==> config.mk <==
export PLATFORM = sky130hd
export DESIGN_NAME = mem_port_arbiter_flat
export DESIGN_NICKNAME = d
export VERILOG_FILES = /design/src/rtl/mem_port_arbiter_if.sv /design/src/rtl/mem_port_arbiter.sv /design/src/flat_wrapper.sv
export SDC_FILE = /design/constraint.sdc
export NUM_CORES = 1
export LEC_CHECK = 0
export CAP_MARGIN = 20
export CORE_MARGIN = 2
export CORE_UTILIZATION = 30
export CTS_CLUSTER_DIAMETER = 200
export CTS_CLUSTER_SIZE = 20
export DETAILED_ROUTE_END_ITERATION = 16
export GPL_ROUTABILITY_DRIVEN = 0
export PLACE_DENSITY = 0.63
export SKIP_CTS_REPAIR_TIMING = 1
export SLEW_MARGIN = 20
export SYNTH_ARGS = -nofsm -noshare
export SYNTH_HDL_FRONTEND = slang
export SYNTH_SLANG_ARGS = --single-unit
export TNS_END_PERCENT = 5
==> constraint.sdc <==
create_clock -name clk -period 2.1 [get_ports clk]
set_input_delay 0.525 -clock clk [delete_from_list [all_inputs] [get_ports clk]]
set_output_delay 0.525 -clock clk [all_outputs]
set_load 0.005 [all_outputs]
==> src/rtl/mem_port_arbiter_if.sv <==
// Bundle of the fetch port, load/store port and shared memory port.
//
// Handshake rules:
//   - A requester raises its req with address/control stable and holds all of
//     it until its one-cycle ready pulse. rdata is meaningful only while ready
//     is high.
//   - The arbiter raises m_req with stable m_addr/m_we/m_wdata and holds them
//     until the memory answers with a one-cycle m_ack. m_rdata is sampled in
//     the m_ack cycle.
interface mem_port_arbiter_if #(
  parameter int AW = 32,
  parameter int DW = 32
);
  logic          i_req;
  logic [AW-1:0] i_addr;
  logic [DW-1:0] i_rdata;
  logic          i_ready;

  logic          d_req;
  logic          d_we;
  logic [AW-1:0] d_addr;
  logic [DW-1:0] d_wdata;
  logic [DW-1:0] d_rdata;
  logic          d_ready;

  logic          m_req;
  logic          m_we;
  logic [AW-1:0] m_addr;
  logic [DW-1:0] m_wdata;
  logic [DW-1:0] m_rdata;
  logic          m_ack;

  // Arbiter view: serves the two pipeline ports, drives the memory.
  modport master (
    input  i_req, i_addr,
    output i_rdata, i_ready,
    input  d_req, d_we, d_addr, d_wdata,
    output d_rdata, d_ready,
    output m_req, m_we, m_addr, m_wdata,
    input  m_rdata, m_ack
  );

  // Environment view: pipeline requesters plus the memory itself.
  modport slave (
    output i_req, i_addr,
    input  i_rdata, i_ready,
    output d_req, d_we, d_addr, d_wdata,
    input  d_rdata, d_ready,
    input  m_req, m_we, m_addr, m_wdata,
    output m_rdata, m_ack
  );
endinterface

==> src/rtl/mem_port_arbiter.sv <==
// Arbiter sharing one single-ported, variable-latency memory between the
// instruction-fetch port and the load/store port. One transaction at a time:
// IDLE picks a winner, BUSY waits for m_ack (or times out), RESP pulses the
// owner's ready for one cycle.
module mem_port_arbiter #(
  parameter int AW           = 32,
  parameter int DW           = 32,
  parameter int STARVE_LIMIT = 4,
  parameter int TIMEOUT      = 255
) (
  input  logic               clk,
  input  logic               resetn,
  mem_port_arbiter_if.master bus,
  output logic               err,
  output logic [1:0]         state_dbg
);

  localparam logic [1:0] S_IDLE = 2'd0;
  localparam logic [1:0] S_BUSY = 2'd1;
  localparam logic [1:0] S_RESP = 2'd2;

  localparam int SW = $clog2(STARVE_LIMIT + 1);
  localparam int TW = $clog2(TIMEOUT + 1);

  localparam logic [SW-1:0] STARVE_MAX = SW'(STARVE_LIMIT);
  // Abort in the TIMEOUT-th BUSY cycle if that cycle also brings no ack.
  localparam logic [TW-1:0] WAIT_LAST  = TW'(TIMEOUT - 1);

  logic [1:0]    state;
  logic          owner_d;     // 1 = load/store port owns the transaction
  logic [AW-1:0] addr_q;
  logic          we_q;
  logic [DW-1:0] wdata_q;
  logic [DW-1:0] i_rdata_q;
  logic [DW-1:0] d_rdata_q;
  logic [SW-1:0] starve_cnt;
  logic [TW-1:0] wait_cnt;
  logic          err_q;

  logic grant_i;
  logic grant_d;
  logic timeout_hit;

  // Fetch wins a collision only once it has been passed over STARVE_LIMIT times.
  assign grant_i     = (state == S_IDLE) && bus.i_req &&
                       (!bus.d_req || (starve_cnt == STARVE_MAX));
  assign grant_d     = (state == S_IDLE) && bus.d_req && !grant_i;
  assign timeout_hit = (state == S_BUSY) && !bus.m_ack && (wait_cnt == WAIT_LAST);

  // Transaction sequencer: arbitration, memory wait, response.
  always_ff @(posedge clk or negedge resetn) begin
    if (!resetn) begin
      state      <= S_IDLE;
      owner_d    <= 1'b0;
      addr_q     <= '0;
      we_q       <= 1'b0;
      wdata_q    <= '0;
      i_rdata_q  <= '0;
      d_rdata_q  <= '0;
      starve_cnt <= '0;
      wait_cnt   <= '0;
      err_q      <= 1'b0;
    end else begin
      case (state)
        S_IDLE: begin
          if (grant_i) begin
            owner_d    <= 1'b0;
            addr_q     <= bus.i_addr;
            we_q       <= 1'b0;
            wdata_q    <= '0;
            starve_cnt <= '0;
            wait_cnt   <= '0;
            state      <= S_BUSY;
          end else if (grant_d) begin
            owner_d  <= 1'b1;
            addr_q   <= bus.d_addr;
            we_q     <= bus.d_we;
            wdata_q  <= bus.d_wdata;
            wait_cnt <= '0;
            state    <= S_BUSY;
            // Only a D-grant that actually passes over a waiting fetch counts.
            if (bus.i_req) begin
              if (starve_cnt != STARVE_MAX) starve_cnt <= starve_cnt + SW'(1);
            end else begin
              starve_cnt <= '0;
            end
          end
        end
        S_BUSY: begin
          wait_cnt <= wait_cnt + TW'(1);
          if (bus.m_ack) begin
            // Stores latch the returned word as well; the pipeline ignores it.
            if (owner_d) d_rdata_q <= bus.m_rdata;
            else         i_rdata_q <= bus.m_rdata;
            state <= S_RESP;
          end else if (timeout_hit) begin
            err_q <= 1'b1;
            if (owner_d) d_rdata_q <= '0;
            else         i_rdata_q <= '0;
            state <= S_RESP;
          end
        end
        S_RESP: begin
          state <= S_IDLE;
        end
        default: begin
          state <= S_IDLE;
        end
      endcase
    end
  end

  assign bus.m_req   = (state == S_BUSY);
  assign bus.m_we    = (state == S_BUSY) && we_q;
  assign bus.m_addr  = addr_q;
  assign bus.m_wdata = wdata_q;

  assign bus.i_ready = (state == S_RESP) && !owner_d;
  assign bus.d_ready = (state == S_RESP) && owner_d;
  assign bus.i_rdata = i_rdata_q;
  assign bus.d_rdata = d_rdata_q;

  assign err       = err_q;
  assign state_dbg = state;

endmodule

==> src/flat_wrapper.sv <==
// flat-port wrapper written by rule: the top's interface ports become plain ports
module mem_port_arbiter_flat 
#(
  parameter int AW           = 32,
  parameter int DW           = 32,
  parameter int STARVE_LIMIT = 4,
  parameter int TIMEOUT      = 255
)
  (clk, resetn, err, state_dbg, bus_i_req, bus_i_addr, bus_i_rdata, bus_i_ready, bus_d_req, bus_d_we, bus_d_addr, bus_d_wdata, bus_d_rdata, bus_d_ready, bus_m_req, bus_m_we, bus_m_addr, bus_m_wdata, bus_m_rdata, bus_m_ack);
  mem_port_arbiter_if #(.AW(AW), .DW(DW)) bus_i ();
  input  logic clk;
  input  logic resetn;
  output logic err;
  output logic [1:0] state_dbg;
  input wire logic [$bits(bus_i.i_req)-1:0] bus_i_req;
  input wire logic [$bits(bus_i.i_addr)-1:0] bus_i_addr;
  output wire logic [$bits(bus_i.i_rdata)-1:0] bus_i_rdata;
  output wire logic [$bits(bus_i.i_ready)-1:0] bus_i_ready;
  input wire logic [$bits(bus_i.d_req)-1:0] bus_d_req;
  input wire logic [$bits(bus_i.d_we)-1:0] bus_d_we;
  input wire logic [$bits(bus_i.d_addr)-1:0] bus_d_addr;
  input wire logic [$bits(bus_i.d_wdata)-1:0] bus_d_wdata;
  output wire logic [$bits(bus_i.d_rdata)-1:0] bus_d_rdata;
  output wire logic [$bits(bus_i.d_ready)-1:0] bus_d_ready;
  output wire logic [$bits(bus_i.m_req)-1:0] bus_m_req;
  output wire logic [$bits(bus_i.m_we)-1:0] bus_m_we;
  output wire logic [$bits(bus_i.m_addr)-1:0] bus_m_addr;
  output wire logic [$bits(bus_i.m_wdata)-1:0] bus_m_wdata;
  input wire logic [$bits(bus_i.m_rdata)-1:0] bus_m_rdata;
  input wire logic [$bits(bus_i.m_ack)-1:0] bus_m_ack;
  assign bus_i.i_req = bus_i_req;
  assign bus_i.i_addr = bus_i_addr;
  assign bus_i_rdata = bus_i.i_rdata;
  assign bus_i_ready = bus_i.i_ready;
  assign bus_i.d_req = bus_d_req;
  assign bus_i.d_we = bus_d_we;
  assign bus_i.d_addr = bus_d_addr;
  assign bus_i.d_wdata = bus_d_wdata;
  assign bus_d_rdata = bus_i.d_rdata;
  assign bus_d_ready = bus_i.d_ready;
  assign bus_m_req = bus_i.m_req;
  assign bus_m_we = bus_i.m_we;
  assign bus_m_addr = bus_i.m_addr;
  assign bus_m_wdata = bus_i.m_wdata;
  assign bus_i.m_rdata = bus_m_rdata;
  assign bus_i.m_ack = bus_m_ack;
  mem_port_arbiter #(.AW(AW), .DW(DW), .STARVE_LIMIT(STARVE_LIMIT), .TIMEOUT(TIMEOUT)) u_core (.clk(clk), .resetn(resetn), .bus(bus_i), .err(err), .state_dbg(state_dbg));
endmodule
==> PnR_summary.wiki, run 1 <==
{| class="wikitable"
! Metric !! Value
|-
| Via count of the first global-routing pass || about 6.3k
|-
| Worst slew slack as a fraction of its limit || between 60 and 70%
|-
| Core Box Area || about 22,000 sq um
|-
| Count of clock tree sinks || approximately 140
|-
| Number of vias per cell after detailed routing || ~5.3
|-
| Time the final worst path needs with I/O delays and setup || ~1.9 ns
|-
| Sequential fraction of the synthesis area || 54.3%
|-
| Critical Path, Cell by Cell || clkdlybuf4s50_1
|-
| Most common cell after layout, fill and taps aside || clkdlybuf4s50_1
|-
| Main flop type after synthesis || dfrtp_1
|-
| Instance count after placement with tap cells included || approximately 1.1k
|-
| Hold Vio Cnt, Final || 0
|-
| Htree depth || 4
|-
| Synthesis-to-layout area growth || 56.4%
|-
| Clock slew at the register clock pins of the worst setup and hold paths || roughly 0.07 ns
|-
| Routed wire length per instance || between 15 and 20 microns
|-
| Max Buffers Root-to-Sink || 2
|-
| Row Count || 54
|-
| Simple-gate share of the synthesized area || 11.1%
|-
| Worst path buffer plus inverter count || 1
|-
| Number of flip-flops and latches in the synthesized netlist || 144
|-
| Global Route Usage Sum || between 10% and 20%
|-
| Area enclosed by the die boundary || between 20,000 and 25,000 sq um
|-
| CP Class || reg -> out
|-
| Proportion of synthesized flip-flops having asynchronous set or reset || between 90% and 100%
|-
| Synthesized instance count || approximately 600
|-
| First-pass GRT wire length || approximately 35,000 microns
|-
| Leakage power summed over all cells || 0.00430 uW
|-
| Initial core utilization || 30.5%
|-
| Clock Root Buffer || clkbuf_16
|-
| Transition time at the pin with the least slew margin || between 0.5 and 0.6 ns
|-
| Critical-path top delay cell || clkdlybuf4s50_1
|-
| Largest family of logic cells by synthesized area || compound AO/OA/AOI/OAI gates
|-
| Post-Route Skew || 0.0135 ns
|-
| DRC violations left || 0
|-
| Sort of element at the start of the critical path || flip-flop
|-
| Max-cap check violation count || 0
|-
| IO Port Bufs || roughly 270
|-
| Source-to-sink clock delay at the later pin of the worst-skew pair || about 0.42 ns
|-
| Cell variety after synth || 43
|-
| Worst-path maximum fanout || 2
|-
| Wire length reported by the detailed router || roughly 22,000 microns
|-
| GRT overflow || 0
|-
| Total number of vias || slightly above 6k
|-
| Final std cells w/o fill || between 1k and 1.5k
|-
| Synth Net Count || approximately 740
|-
| Final max-slew violation count || 0
|-
| Kind of end point of the critical path || primary output
|-
| Number of enable flip-flop cells after synthesis || 0
|-
| Number of I/O pins || between 200 and 300
|-
| CTS tree || done
|-
| Diode insertion count for antenna repair || 0
|-
| Final setup TNS || 0 ns
|-
| Max IR drop VDD || 0.645 mV
|-
| Number of antenna violations at the first check in global routing || 1
|-
| Avg Inst Size Synth || between 10 and 15 sq um
|-
| Detail Placement HPWL || approximately 15,000 microns
|-
| Total CTS buffers || 17
|-
| Arithmetic-cell share of the synthesized area counting full adders, half adders and majority gates || less than 1%
|-
| First-pass iteration count of the detailed router || 4
|-
| Most frequent cells in the layout || clkdlybuf4s50_1 (260), dfrtp_1 (143), nand2b_1 (68)
|-
| Number of antenna-violating nets in the routed design || 0
|-
| Setup violators final || 0
|-
| Cell class contributing the biggest share of worst-path delay || buffers and inverters
|-
| Nets || approximately 1,000
|-
| Power density of the placed cells || 1370 nW/um^2
|-
| FMAX || about 0.53 GHz
|-
| Die Y || ~150 microns
|-
| RSZ-0062 raised after global routing || no
|-
| Hold_ws || between 0.05 and 0.06 ns
|-
| Outcome || finished clean
|-
| Hold Crit Class || in -> async
|-
| Die X || between 150 and 200 microns
|-
| Starting DRC count in detailed routing || between 300 and 400
|-
| WP data arrival || 1.38 ns
|-
| Yosys synthesis warning count || 0
|-
| Ratio of final minimum period to clock period || between 90% and 100%
|-
| Mapped Area || ~6600 sq um
|-
| Pin count of the biggest net entering global routing || between 60 and 70
|-
| Share of final-layout standard cells stronger than drive strength 1 || 8.81%
|-
| Area share of xor/xnor cells in the synthesized design || 0%
|-
| Multiplexer share of the synthesized area || 0.302%
|-
| Required time of the worst setup path || around 1.6 ns
|-
| Slowest cell delay on critical path || approximately 0.53 ns
|-
| Synthesized-area fraction occupied by ao, oa, aoi and oai cells || between 20% and 30%
|}
[cell type report]
cell class              instances  area [sq um]
clock inverters                14           173
flip-flops and latches        144          3600
fillers                      2021         11400
repair buffers                304          3090
multi-input cells             390          2710
clock buffers                  18           429
well taps                     280           350
inverters                       4          15.0
[flip-flops by register name, summed over array words and instances (netlist names)]
register / count
u_core.bus.d_rdata: 32
u_core.bus.i_rdata: 32
u_core.bus.m_addr: 32
u_core.bus.m_wdata: 32
u_core.wait_cnt: 8
u_core.starve_cnt: 3
u_core.state_dbg: 2
u_core.err: 1
u_core.owner_d: 1
u_core.we_q: 1
[power by group]
group          internal [uW]  total [uW]  switching, uW
Clock                   1800        3130           1320
Sequential              3910        4770            860
Combinational           3730        6340           2600
Total                   9450       14200           4780
[Yosys cell counts (3+ instances only)]
master     instances  share of area, %
dfrtp_1          144                54
buf_6              5              0.85
ha_1               4              0.75
or4_1              3              0.34
o21ai_1           63               4.8
inv_1              4              0.23
buf_4              4              0.45
a221o_1            7               1.1
a21oi_1           30               2.3
clkbuf_1          23               1.3
and3_1            14               1.3
o2bb2ai_1         25               3.3
nand2_1            3              0.17
o31ai_1            4              0.45
nand2b_1          68               6.4
a21o_1             4              0.45
a22o_1            33               4.4
buf_2             29               2.2
nand3_1            3              0.23
a22oi_1           64               7.2
nor2_1             4              0.23
o21ai_0            9              0.68
a32oi_1           25               3.3
[stage by stage]
stage / worst slack, ns / utilization (%) / cell area, sq um / power [uW]
after floorplan: 0.418 / - / 6640 / 7620
after global placement: -0.0645 / 44.8 / 9750 / 11100
after detailed placement: -0.0840 / 44.8 / 9750 / 11200
after CTS: -0.263 / 47.6 / 10400 / 14400
after global routing: 0.130 / 47.7 / 10400 / 15200
final: 0.200 / 47.7 / 10400 / 14200
[logic make-up (layout without fill, tap and decap cells)]
| group | Yosys count | count (layout) |
|---|---|---|
| buf+inv | 65 | 340 |
| flops | 144 | 144 |
| fa+ha+maj | 4 | 4 |
| simple gates | 115 | 115 |
| mux | 2 | 2 |
| compound gates | 269 | 269 |
[metal layers]
layer | track usage [%] | routed length, microns | part of all wire (%) | vias to the layer above
li1 | - | - | - | 2800
met1 | 24.7 | 9730 | 45 | 2970
met2 | 28.7 | 9850 | 45 | 271
met3 | 6.03 | 1770 | 8.1 | 24
met4 | 5.51 | 403 | 1.9 | 0
met5 | 0 | 0 | 0 | -
[worst paths after layout]
kind                                                         from                                 end  slack (ns)  depth (start not counted)
worst max-delay path            u_core.bus.m_wdata[7]$_DFFE_PN0P_                      bus_m_wdata[7]        0.20                          1
worst min-delay path                                       resetn  u_core.bus.d_rdata[16]$_DFFE_PN0P_        0.05                          1
worst max register to register    u_core.state_dbg[1]$_DFFE_PN0P_  u_core.bus.i_rdata[19]$_DFFE_PN0P_        0.41                          6
worst min register to register             u_core.err$_DFFE_PN0P_              u_core.err$_DFFE_PN0P_        0.45                          1
max in group asynchronous                                  resetn   u_core.bus.m_wdata[5]$_DFFE_PN0P_        1.44                          2
min in group clk                           u_core.err$_DFFE_PN0P_              u_core.err$_DFFE_PN0P_        0.45                          1
No activity file was read; power rests on OpenSTA's default activity.
==> inputs of run 2 (changes only) <==
--- a/config.mk
+++ b/config.mk
@@ -13,5 +13,5 @@
 export DETAILED_ROUTE_END_ITERATION = 16
 export GPL_ROUTABILITY_DRIVEN = 0
-export PLACE_DENSITY = 0.63
+export PLACE_DENSITY = 0.65
 export SKIP_CTS_REPAIR_TIMING = 1
 export SLEW_MARGIN = 20
==> constraint.sdc (replaced) <==
create_clock -name clk -period 1.6 [get_ports clk]
set_input_delay 0.24 -clock clk [delete_from_list [all_inputs] [get_ports clk]]
set_output_delay 0.24 -clock clk [all_outputs]
set_load 0.005 [all_outputs]
==> PnR_summary.wiki, run 2 (synthesis results as in run 1) <==
{| class="wikitable"
! Metric !! Value
|-
| Htree depth || 4 (unchanged)
|-
| Leakage power summed over all cells || 0.00470 uW (was 0.00430 uW)
|-
| Nets || 1,013 (was 999)
|-
| Final core utilization || 49.4% (was 47.7%)
|-
| Total number of vias || 6,071 (was 6,065)
|-
| Time the final worst path needs with I/O delays and setup || 1.63 ns
|-
| Final design area excluding fillers || 10,800 sq um (was 10,400 sq um)
|-
| Critical Path, Cell by Cell || buf_4, nand2b_4, inv_2, and2_1, dlymetal6s2s_1 (was clkdlybuf4s50_1)
|-
| Final Worst Setup Slack || -0.0337 ns (was 0.200 ns)
|-
| Clock Root Buffer || clkbuf_16 (unchanged)
|-
| Placed standard-cell area || 9860 sq um (was 9750 sq um)
|-
| Number of I/O pins || 269 (unchanged)
|-
| Diode insertion count for antenna repair || 0 (unchanged)
|-
| DRC violations left || 0 (unchanged)
|-
| Met2 track demand over resource || 28.7% (about the same)
|-
| Max Buffers Root-to-Sink || 2 (unchanged)
|-
| IO Port Bufs || 268 (unchanged)
|-
| Total CTS buffers || 17 (unchanged)
|-
| Die Y || 153 microns (unchanged)
|-
| Global Route Usage Sum || 18.5% (about the same)
|-
| Number of antenna-violating nets in the routed design || 0 (unchanged)
|-
| Instance count after placement with tap cells included || 1,127 (was 1,121)
|-
| Sort of element at the start of the critical path || flip-flop (unchanged)
|-
| Routed wire length per instance || 19.0 microns (was 18.9 microns)
|-
| First-pass GRT wire length || 34,700 microns (was 34,500 microns)
|-
| GRT overflow || 0 (unchanged)
|-
| Required time of the worst setup path || 1.36 ns (was 1.57 ns)
|-
| Power density of the placed cells || 1770 nW/um^2 (was 1370 nW/um^2)
|-
| Slowest cell delay on critical path || 0.43 ns (was 0.53 ns)
|-
| Launch point of the worst path || u_core.state_dbg[0]$_DFFE_PN0P_ (was u_core.bus.m_wdata[7]$_DFFE_PN0P_)
|-
| Most frequent cells in the layout || clkdlybuf4s50_1 (208), dfrtp_1 (143), nand2b_1 (67) (was clkdlybuf4s50_1 (260), dfrtp_1 (143), nand2b_1 (68))
|-
| Setup slack of the most critical reg-to-reg path || -0.03 ns (was 0.41 ns)
|-
| Synthesis-to-layout area growth || 62.0% (was 56.4%)
|-
| Transition time at the pin with the least slew margin || 0.572 ns (was 0.576 ns)
|-
| Post-Route Skew || 0.0119 ns (was 0.0135 ns)
|-
| Number of stages on the worst setup path || 5 (was 1)
|-
| Endpoint of the most critical register-to-register path || u_core.bus.m_wdata[25]$_DFFE_PN0P_ (was u_core.bus.i_rdata[19]$_DFFE_PN0P_)
|-
| Placement-stage worst setup slack || -0.222 ns (was -0.0840 ns)
|-
| Final std cells w/o fill || 1,168 (was 1,154)
|-
| Die X || 153 microns (unchanged)
|-
| WP data arrival || 1.39 ns (was 1.38 ns)
|-
| Worst-path maximum fanout || 4 (was 2)
|-
| Max-cap check violation count || 0 (unchanged)
|-
| Row Count || 54 (unchanged)
|-
| Violated checks || setup timing
|-
| CP Class || reg -> out (unchanged)
|-
| RSZ-0062 raised after global routing || yes (was no)
|-
| Number of vias per cell after detailed routing || 5.20 (was 5.26)
|-
| Worst slew slack as a fraction of its limit || 61.9% (was 61.6%)
|-
| GR Util met3 || 5.92% (was 6.03%)
|-
| Core Box Area || 21,800 sq um (unchanged)
|-
| Initial core utilization || 30.5% (unchanged)
|-
| Number of antenna violations at the first check in global routing || 0 (was 1)
|-
| Ratio of final minimum period to clock period || 102%
|-
| Pin count of the biggest net entering global routing || 68 (unchanged)
|-
| Source-to-sink clock delay at the later pin of the worst-skew pair || 0.42 ns (about the same)
|-
| Wire length reported by the detailed router || 22,200 microns (was 21,800 microns)
|-
| Outcome || complete, but fails checks (was finished clean)
|-
| Clock slew at the register clock pins of the worst setup and hold paths || 0.06 ns (was 0.07 ns)
|-
| CTS tree || done (unchanged)
|-
| Setup crit end || bus_m_we (was bus_m_wdata[7])
|-
| Reg-to-reg critical path startpoint || u_core.state_dbg[0]$_DFFE_PN0P_ (was u_core.state_dbg[1]$_DFFE_PN0P_)
|-
| Setup violators final || 25 (was 0)
|-
| Most common cell after layout, fill and taps aside || clkdlybuf4s50_1 (unchanged)
|-
| FMAX || between 0.6 and 0.7 GHz
|-
| Kind of end point of the critical path || primary output (unchanged)
|-
| Starting DRC count in detailed routing || 285 (was 344)
|-
| Hold Crit Class || in -> async (unchanged)
|-
| Final max-slew violation count || 0 (unchanged)
|-
| Worst path buffer plus inverter count || 3 (was 1)
|-
| Critical-path top delay cell || dfrtp_2 (was clkdlybuf4s50_1)
|-
| Busiest metal layer after global routing || met2 (unchanged)
|-
| Via count of the first global-routing pass || 6,194 (was 6,286)
|-
| Cell class contributing the biggest share of worst-path delay || flip-flops (was buffers and inverters)
|-
| Area enclosed by the die boundary || 23,300 sq um (unchanged)
|-
| Hold Vio Cnt, Final || 0 (unchanged)
|-
| Max IR drop VDD || 0.820 mV (was 0.645 mV)
|-
| Count of clock tree sinks || 144 (unchanged)
|-
| Share of final-layout standard cells stronger than drive strength 1 || 11.8% (was 8.81%)
|-
| FF-to-FF path depth || 6 (unchanged)
|-
| First-pass iteration count of the detailed router || 7 (was 4)
|-
| Detail Placement HPWL || 14,700 microns (was 14,900 microns)
|-
| Met1 global-route usage || 24.9% (was 24.7%)
|}
## run 2: routing by layer
layer / vias to the layer above / wire (microns) / part of all wire, %
met5: - / 0 / 0
met4: 0 / 393 / 1.8
met3: 22 / 1700 / 7.6
met2: 266 / 10200 / 46
met1: 2958 / 9980 / 45
li1: 2825 / - / -
## run 2: report_power, final
group	switching, uW	internal (uW)	leakage [uW]	total [uW]
logic	3610	5170	0.00275	8770
clock network	1790	2230	0.000294	4020
registers	1070	5130	0.00165	6200
## run 2: through the flow
step	power (uW)	hold slack [ns]	TNS, ns
after CTS	19000	-0.253	-8.59
final	19000	0.326	-0.242
after detailed placement	14900	0.201	-11.87
after global routing	20200	0.336	-5.59
after global placement	14800	0.204	-7.13
after floorplan	10000	-0.0556	0
## run 2: cell type report
cell class                      count  area [sq um]
Sequential cell                   144          3600
Inverter                            4          15.0
Clock inverter                     15           166
Fill cell                        1976         11000
Multi-Input combinational cell    390          2780
Timing Repair Buffer              318          3410
Tap cell                          280           350
Clock buffer                       17           425
## run 2: worst min-delay path by stage
| stage | endpoint | slack (ns) | depth (start not counted) |
|---|---|---|---|
| global route | u_core.bus.m_addr[30]$_DFFE_PN0P_ | 0.34 | 2 |
| global placement | u_core.bus.d_rdata[14]$_DFFE_PN0P_ | 0.20 | 1 |
| detailed placement | u_core.bus.d_rdata[15]$_DFFE_PN0P_ | 0.20 | 1 |
| CTS | u_core.bus.d_rdata[22]$_DFFE_PN0P_ | -0.25 | 1 |
| floorplan | u_core.bus.d_rdata[0]$_DFFE_PN0P_ | -0.06 | 0 |
| finish | u_core.bus.d_rdata[14]$_DFFE_PN0P_ | 0.33 | 2 |
==> inputs of run 3 (changes only) <==
- REMOVE_ABC_BUFFERS: not set -> 1
==> PnR_summary.wiki, run 3 (synthesis results as in run 1) <==
{| class="wikitable"
! Metric !! Value
|-
| Outcome || finished clean (was complete, but fails checks)
|-
| Starting DRC count in detailed routing || 260 (was 285)
|-
| Ratio of final minimum period to clock period || 98.3% (was 102%)
|-
| Reg-to-reg critical path startpoint || u_core.state_dbg[1]$_DFFE_PN0P_ (was u_core.state_dbg[0]$_DFFE_PN0P_)
|-
| Kind of end point of the critical path || primary output (unchanged)
|-
| Row Count || 54 (unchanged)
|-
| Number of antenna-violating nets in the routed design || 0 (unchanged)
|-
| RSZ-0062 raised after global routing || yes (unchanged)
|-
| IO Port Bufs || 268 (unchanged)
|-
| Final std cells w/o fill || 1,176 (was 1,168)
|-
| FMAX || 0.636 GHz (was 0.612 GHz)
|-
| Hold_ws || 0.104 ns (was 0.326 ns)
|-
| Total number of vias || 6,134 (was 6,071)
|-
| Critical Path, Cell by Cell || clkdlybuf4s50_1 (was buf_4, nand2b_4, inv_2, and2_1, dlymetal6s2s_1)
|-
| Worst slew slack as a fraction of its limit || 74.2% (was 61.9%)
|-
| Worst path buffer plus inverter count || 1 (was 3)
|-
| Reg area || 3610 sq um (was 3600 sq um)
|-
| Die Y || 153 microns (unchanged)
|-
| Number of I/O pins || 269 (unchanged)
|-
| Routed wire length per instance || 18.3 microns (was 19.0 microns)
|-
| Area enclosed by the die boundary || 23,300 sq um (unchanged)
|-
| Worst-path maximum fanout || 3 (was 4)
|-
| Setup slack of the most critical reg-to-reg path || 0.03 ns (was -0.03 ns)
|-
| First-pass iteration count of the detailed router || 4 (was 7)
|-
| Final max-slew violation count || 0 (unchanged)
|-
| Total CTS buffers || 17 (unchanged)
|-
| GRT overflow || 0 (unchanged)
|-
| Time the final worst path needs with I/O delays and setup || 1.57 ns (was 1.63 ns)
|-
| Nets || 1,021 (was 1,013)
|-
| Max Buffers Root-to-Sink || 2 (unchanged)
|-
| Die X || 153 microns (unchanged)
|-
| Clock Root Buffer || clkbuf_16 (unchanged)
|-
| Power density of the placed cells || 1780 nW/um^2 (was 1770 nW/um^2)
|-
| Hold Vio Cnt, Final || 0 (unchanged)
|-
| DRC violations left || 0 (unchanged)
|-
| CP Class || reg -> out (unchanged)
|-
| Critical-path top delay cell || clkdlybuf4s50_1 (was dfrtp_2)
|-
| Setup violators final || 0 (was 25)
|-
| CTS tree || done (unchanged)
|-
| Max IR drop VDD || 0.737 mV (was 0.820 mV)
|-
| Via count of the first global-routing pass || 6,027 (was 6,194)
|-
| Instance count after placement with tap cells included || 1,140 (was 1,127)
|-
| Number of vias per cell after detailed routing || 5.22 (was 5.20)
|-
| Global Route Usage Sum || 17.8% (was 18.5%)
|-
| Diode insertion count for antenna repair || 0 (unchanged)
|-
| Htree depth || 4 (unchanged)
|-
| Number of stages on the worst setup path || 1 (was 5)
|-
| Number of antenna violations at the first check in global routing || 0 (unchanged)
|-
| Sort of element at the start of the critical path || flip-flop (unchanged)
|-
| Cell class contributing the biggest share of worst-path delay || buffers and inverters (was flip-flops)
|-
| Endpoint of the most critical register-to-register path || u_core.bus.m_addr[29]$_DFFE_PN0P_ (was u_core.bus.m_wdata[25]$_DFFE_PN0P_)
|-
| FF-to-FF path depth || 7 (was 6)
|-
| Count of clock tree sinks || 144 (unchanged)
|-
| Area of the multi-input gates || 2760 sq um (was 2780 sq um)
|-
| Most frequent cells in the layout || clkdlybuf4s50_1 (219), dfrtp_1 (142), nand2b_1 (66) (was clkdlybuf4s50_1 (208), dfrtp_1 (143), nand2b_1 (67))
|-
| Slowest cell delay on critical path || 0.52 ns (was 0.43 ns)
|-
| Post-Route Skew || 0.0122 ns (was 0.0119 ns)
|-
| Leakage power summed over all cells || 0.00460 uW (was 0.00470 uW)
|-
| WP data arrival || 1.33 ns (was 1.39 ns)
|-
| Pin count of the biggest net entering global routing || 67 (was 68)
|-
| Worst Hold Endpoint || u_core.state_dbg[0]$_DFFE_PN0P_
|-
| Initial core utilization || 30.5% (unchanged)
|-
| Source-to-sink clock delay at the later pin of the worst-skew pair || 0.42 ns (about the same)
|-
| Required time of the worst setup path || 1.36 ns (about the same)
|-
| First-pass GRT wire length || 33,600 microns (was 34,700 microns)
|-
| Clock slew at the register clock pins of the worst setup and hold paths || 0.06 ns (about the same)
|-
| Most common cell after layout, fill and taps aside || clkdlybuf4s50_1 (unchanged)
|-
| Worst Min Path Start || bus_m_ack
|-
| Final core utilization || 49.4% (about the same)
|-
| Transition time at the pin with the least slew margin || 0.384 ns (was 0.572 ns)
|-
| Core Box Area || 21,800 sq um (unchanged)
|-
| Worst hold path stage count || 2
|-
| Max-cap check violation count || 0 (unchanged)
|-
| Share of final-layout standard cells stronger than drive strength 1 || 12.1% (was 11.8%)
|-
| Detail Placement HPWL || 14,600 microns (was 14,700 microns)
|-
| Filler cell count in the final layout || 1,976 (unchanged)
|-
| Hold Crit Class || in -> reg (was in -> async)
|-
| Wire length reported by the detailed router || 21,500 microns (was 22,200 microns)
|-
| Synthesis-to-layout area growth || 62.1% (was 62.0%)
|}
run 3: cell types whose count changed in the layout (fill, tap and decap cells not counted), sizes merged:
cell,delta
clkinv,-2
clkbuf,+2
dlymetal6s2s,-13
inv,-7
buf,+11
clkinvlp,+2
clkdlybuf4s50,+11
bufinv,+4
run 3: metrics by stage:
| step | power [uW] | setup WS (ns) | setup TNS, ns | cell area, sq um |
|---|---|---|---|---|
| floorplan | 9620 | -1.58 | -147.06 | 6320 |
| global placement | 14700 | -0.221 | -10.26 | 9920 |
| detailed placement | 14900 | -0.239 | -12.11 | 9920 |
| CTS | 19400 | -0.472 | -3.51 | 10600 |
| global route | 20500 | -0.0900 | -2.62 | 10800 |
| finish | 19200 | 0.0271 | 0 | 10800 |
run 3: per-layer routing:
metal / share of wire, % / GRT usage, % / vias up
met2: 46 / 27.5 / 264
met4: 1.3 / 4.59 / 0
met1: 46 / 24.2 / 2993
met3: 7.3 / 5.92 / 21
met5: 0 / 0 / -
li1: - / - / 2856
run 3: final cells by class:
type / count / share of cell area [%]
Clock buffer: 20 / 4.06
Tap cell: 280 / 3.26
Sequential cell: 144 / 33.5
Inverter: 4 / 0.163
Multi-Input combinational cell: 390 / 25.6
Timing Repair Buffer: 326 / 31.5
Clock inverter: 12 / 1.91
run 3: power breakdown:
group | switching, uW | internal (uW)
combinational | 3480 | 5110
clock | 1600 | 2790
sequential | 1090 | 5130
total | 6170 | 13000
run 3: worst max-delay path by stage:
stage	from	end	slack, ns
after floorplan	u_core.wait_cnt[0]$_DFFE_PN0P_	u_core.bus.d_rdata[31]$_DFFE_PN0P_	-1.58
after global placement	bus_i_req	u_core.wait_cnt[4]$_DFFE_PN0P_	-0.22
after detailed placement	bus_i_req	u_core.wait_cnt[4]$_DFFE_PN0P_	-0.24
after CTS	u_core.state_dbg[1]$_DFFE_PN0P_	bus_i_ready	-0.47
after global routing	u_core.state_dbg[1]$_DFFE_PN0P_	u_core.bus.m_addr[11]$_DFFE_PN0P_	-0.09
final	u_core.bus.i_rdata[19]$_DFFE_PN0P_	bus_i_rdata[19]	0.03
